==> config.mk <==
export PLATFORM = sky130hd
export DESIGN_NAME = seq_chunk_adder
export DESIGN_NICKNAME = d
export VERILOG_FILES = /design/src/rtl/seq_chunk_adder.sv
export SDC_FILE = /design/constraint.sdc
export NUM_CORES = 1
export LEC_CHECK = 0
export ABC_AREA = 1
export CAP_MARGIN = 10
export CORE_ASPECT_RATIO = 0.6
export CORE_UTILIZATION = 52
export DETAILED_ROUTE_END_ITERATION = 16
export GPL_TIMING_DRIVEN = 1
export PLACE_DENSITY = 0.93
export SLEW_MARGIN = 40
export SYNTH_ARGS = -nofsm -noshare
export SYNTH_HDL_FRONTEND = slang
export SYNTH_SLANG_ARGS = --single-unit
==> constraint.sdc <==
create_clock -name clk -period 3.1 [get_ports clk]
set_input_delay 0.62 -clock clk [delete_from_list [all_inputs] [get_ports clk]]
set_output_delay 0.62 -clock clk [all_outputs]
set_load 0.01 [all_outputs]
==> src/rtl/seq_chunk_adder.sv <==
// Multi-cycle ripple-carry adder/subtractor.
// Adds or subtracts two WIDTH-bit operands CHUNK bits per clock, with a registered carry
// between chunks. One operation is in flight at a time, using valid/ready on both sides.
`timescale 1ns / 1ps

module seq_chunk_adder #(
  parameter int unsigned WIDTH = 32,
  parameter int unsigned CHUNK = 8
) (
  input  logic             clk,
  input  logic             rst_n,
  input  logic             in_valid,
  output logic             in_ready,
  input  logic [WIDTH-1:0] a,
  input  logic [WIDTH-1:0] b,
  input  logic             sub,
  output logic             out_valid,
  input  logic             out_ready,
  output logic [WIDTH-1:0] res,
  output logic             cout,
  output logic             ovf
);

  localparam int unsigned NCHUNK = WIDTH / CHUNK;
  localparam int unsigned IDX_W  = (NCHUNK > 1) ? $clog2(NCHUNK) : 1;
  localparam logic [IDX_W-1:0] LAST_IDX = IDX_W'(NCHUNK - 1);

  if (CHUNK == 0 || CHUNK > WIDTH || (WIDTH % CHUNK) != 0) begin : g_param_check
    $error("seq_chunk_adder: WIDTH must be a non-zero multiple of CHUNK");
  end

  typedef enum logic [1:0] {
    StIdle,
    StRun,
    StDone
  } state_e;

  state_e           state_q, state_d;
  logic [WIDTH-1:0] a_q, a_d;
  logic [WIDTH-1:0] b_q, b_d;
  logic [WIDTH-1:0] res_q, res_d;
  logic             carry_q, carry_d;
  logic             cout_q, cout_d;
  logic             ovf_q, ovf_d;
  logic [IDX_W-1:0] idx_q, idx_d;

  logic [CHUNK-1:0] a_chunk;
  logic [CHUNK-1:0] b_chunk;
  logic [CHUNK-1:0] s_chunk;
  logic             c_chunk;
  logic             msb_carry_in;

  // One chunk of the ripple add, selected by the current chunk index.
  always_comb begin
    a_chunk = a_q[idx_q*CHUNK +: CHUNK];
    b_chunk = b_q[idx_q*CHUNK +: CHUNK];
    {c_chunk, s_chunk} = {1'b0, a_chunk} + {1'b0, b_chunk} + (CHUNK + 1)'(carry_q);
    // Only meaningful on the last chunk: recovers the carry into the sign bit.
    msb_carry_in = a_q[WIDTH-1] ^ b_q[WIDTH-1] ^ s_chunk[CHUNK-1];
  end

  // Next-state logic: capture operands in idle, ripple one chunk per cycle in run.
  always_comb begin
    state_d = state_q;
    a_d     = a_q;
    b_d     = b_q;
    res_d   = res_q;
    carry_d = carry_q;
    cout_d  = cout_q;
    ovf_d   = ovf_q;
    idx_d   = idx_q;

    case (state_q)
      StIdle: begin
        if (in_valid) begin
          a_d     = a;
          // Subtraction is A + ~B + 1: invert B here, inject the +1 as carry-in.
          b_d     = sub ? ~b : b;
          carry_d = sub;
          idx_d   = '0;
          state_d = StRun;
        end
      end
      StRun: begin
        res_d[idx_q*CHUNK +: CHUNK] = s_chunk;
        carry_d = c_chunk;
        if (idx_q == LAST_IDX) begin
          cout_d  = c_chunk;
          ovf_d   = c_chunk ^ msb_carry_in;
          state_d = StDone;
        end else begin
          idx_d = idx_q + 1'b1;
        end
      end
      StDone: begin
        if (out_ready) begin
          state_d = StIdle;
        end
      end
      default: state_d = StIdle;
    endcase
  end

  // Handshake outputs decode directly from the state register.
  always_comb begin
    in_ready  = 1'b0;
    out_valid = 1'b0;
    in_ready  = (state_q == StIdle);
    out_valid = (state_q == StDone);
    res       = res_q;
    cout      = cout_q;
    ovf       = ovf_q;
  end

  // State and datapath registers; reset aborts any operation in flight.
  always_ff @(posedge clk or negedge rst_n) begin
    if (!rst_n) begin
      state_q <= StIdle;
      a_q     <= '0;
      b_q     <= '0;
      res_q   <= '0;
      carry_q <= 1'b0;
      cout_q  <= 1'b0;
      ovf_q   <= 1'b0;
      idx_q   <= '0;
    end else begin
      state_q <= state_d;
      a_q     <= a_d;
      b_q     <= b_d;
      res_q   <= res_d;
      carry_q <= carry_d;
      cout_q  <= cout_d;
      ovf_q   <= ovf_d;
      idx_q   <= idx_d;
    end
  end

endmodule

==> impl_metrics.env <==
export IMPL_die_h_um=79.4
export IMPL_worstMarginPinSlew_ps=622
export IMPL_core_area_mm2=0.00943
export IMPL_p_leak_nw=3.09
export IMPL_internal_power_w=0.00428
export IMPL_hold_viol=0
export IMPL_grt_pass1_vias=4280
export IMPL_post_cts_buffers=0
export IMPL_p_seq_frac=0.289
export IMPL_syn_inst=602
export IMPL_dr_pass1_iters=7
export IMPL_post_route_period_util=0.908
export IMPL_p_sw_w=0.00373
export IMPL_max_freq_ghz=0.355
export IMPL_relSlewSlack=0.585
export IMPL_diodes=0
export IMPL_cts_htree_levels=3
export IMPL_initial_utilization=0.551
export IMPL_r2r_start="idx_q[0]"
export IMPL_ios=105
export IMPL_cts_num_sinks=103
export IMPL_area_growth_syn_to_layout_pct=28.4
export IMPL_die_w_um=131
export IMPL_met2_length_um=5820
export IMPL_ir_worst_vdd_uv=558
export IMPL_post_drt_wl_per_cell_um=15.9
export IMPL_skew_ps=8.58
export IMPL_grt_max_degree=98
export IMPL_crit_required_ps=3390
export IMPL_worst_setup_path_start_kind="register"
export IMPL_layout_drive_gt1_share=0.0826
export IMPL_p_clk_frac=0.150
export IMPL_port_buffers=104
export IMPL_via_per_inst=5.44
export IMPL_combPwrFrac=0.561
export IMPL_grt_total_usage=0.274
export IMPL_drv_slew=0
export IMPL_cp_end_kind="register"
export IMPL_nFillCells=672
export IMPL_ys_top_cells_by_area="dfrtp_1, nand2_1, o21ai_0"
export IMPL_fp_dieArea_mm2=0.0104
export IMPL_ys_top_cells_by_count="nand2_1, dfrtp_1, o21ai_0"
export IMPL_swShare=0.466
export IMPL_cts_resized=0
export IMPL_place_hpwl_um=9630
export IMPL_powerDensity_mw_per_mm2=1200
export IMPL_fin_area_mm2=0.00666
export IMPL_ys_flop_type="dfrtp_1"
export IMPL_r2r_end="res[30]"
export IMPL_synth_top_area_frac=0.497
export IMPL_synthArstFlopShare=1.00
export IMPL_root_buffer="clkbuf_16"
export IMPL_cts_made_buffers=9
export IMPL_worst_r2r_setup_slack_ps=290
export IMPL_grt_setup_unrepaired="no"
export IMPL_antenna_left=0
export IMPL_m1WireLength_um=6060
export IMPL_hold_ws_ps=272
export IMPL_top_layer_used="met4"
export IMPL_period_needed_ps=2810
export IMPL_crit_type="reg -> reg"
export IMPL_synth_top_cell_by_area="dfrtp_1"
export IMPL_num_vias=4525
export IMPL_post_dp_cell_area_mm2=0.00633
export IMPL_wl_met3_um=1140
export IMPL_hold_path_class="in -> async"
export IMPL_finalNonFillerCells=832
export IMPL_cts_hold_buf=0
export IMPL_yosysMostFrequentCell="nand2_1"
export IMPL_overflow=0
export IMPL_synth_edf_count=0
export IMPL_synth_cell_types=37
export IMPL_drc=0
export IMPL_finalWirelength_um=13200
export IMPL_yosys_warnings=0
export IMPL_rr_worst_depth=15
export IMPL_grt_pass1_wl_um=21300
export IMPL_antenna_found_initial=0
export IMPL_clk_transition_reported_paths_ps=70
export IMPL_layout_nets=781
export IMPL_synth_area_mm2=0.00519
export IMPL_syn_nets=686
export IMPL_ys_seq_area_frac=0.497
export IMPL_rows=27
export IMPL_crit_fanout=9
export IMPL_cts_buffer_depth=2
export IMPL_drt_iter0_drc=422
export IMPL_drv_cap=0
export IMPL_clk_latency_ps=350
export IMPL_setup_viol=0
export IMPL_tns_ps=0
export IMPL_ys_seq_elements=103
export IMPL_status="finished, final reports clean"
export IMPL_cts_tree="yes"
export IMPL_arrival_ps=3110
export IMPL_post_place_cells=815
export IMPL_gp_congestion=0.894
export IMPL_post_synth_cell_area_avg_um2=8.62
## registers in the layout, summed over array words and instances, names as in the netlist
register  count
b_q          32
res          32
state_q       2
cout          1
a_q          32
idx_q         2
carry_q       1
ovf           1
## worst max-delay path, cell delays in order (launching register included)
cell and delay, ps:
dfrtp_1 470, inv_1 190, buf_4 220, nor2_1 100, o22ai_1 110, fa_1 410, fa_1 420, nand3_1 100
nand2_1 100, nand2_1 100, nand2_1 50, nand2_1 60, nand2_1 100, nor2_1 150, nand3_1 90, nand2_1 80
## metrics by stage
| step | utilization | worst slack, ps | total power, W |
|---|---|---|---|
| 2_1_floorplan | - | 474 | 0.00526 |
| 3_3_place_gp | 0.671 | 484 | 0.00650 |
| 3_5_place_dp | 0.671 | 344 | 0.00668 |
| 4_1_cts | 0.705 | 309 | 0.00794 |
| 5_1_grt | 0.707 | 6.15 | 0.00861 |
| 6_report | 0.707 | 287 | 0.00800 |
## routing by layer
metal | global-route usage | vias to the layer above
met4 | 0.0759 | 0
met5 | 0 | -
li1 | - | 2142
met2 | 0.412 | 215
met1 | 0.393 | 2145
met3 | 0.0724 | 23
## power by group through the flow
stage | clock network [W] | registers [W] | logic (W)
after floorplan | 0 | 0.00226 | 0.00301
after global placement | 0 | 0.00229 | 0.00421
after detailed placement | 0 | 0.00232 | 0.00436
after CTS | 0.00121 | 0.00231 | 0.00442
after global routing | 0.00125 | 0.00237 | 0.00498
final | 0.00120 | 0.00232 | 0.00449
## how the worst max path moves through the flow
stage                         from  endpoint  cells after the start
after floorplan           idx_q[0]   res[28]                     13
after global placement    idx_q[0]   res[14]                     15
after detailed placement  idx_q[0]   res[30]                     15
after CTS                 idx_q[0]   res[30]                     15
after global routing      idx_q[0]   res[30]                     15
final                     idx_q[0]   res[30]                     15
## layout make-up
type / instances / area [um2] / share of cell area
Timing Repair Buffer: 113 / 1130 / 0.169
Multi-Input combinational cell: 441 / 2370 / 0.356
Tap cell: 130 / 163 / 0.0244
Inverter: 29 / 111 / 0.0167
Clock buffer: 10 / 229 / 0.0344
Sequential cell: 103 / 2580 / 0.387
Clock inverter: 6 / 85.1 / 0.0128
## cells by family after synthesis
logic type      after synthesis  share of synthesized area
simple gates                263                      0.215
compound gates              126                      0.139
flops                       103                      0.497
buf+inv                      58                     0.0470
xor+xnor                     37                     0.0639
fa+ha+maj                    15                     0.0390
## placed cells by master, fill, tap and decap left out, drive strengths merged, types with 4 or more instances in the layout
master / instances
nand2: 195
dfrtp: 103
clkdlybuf4s50: 102
o21ai: 96
nor2: 45
xnor2: 35
inv: 29
nand3: 19
o22ai: 16
ha: 13
buf: 11
clkbuf: 10
o31ai: 8
a21oi: 4
Note: power is estimated with default switching activity, not from simulation.
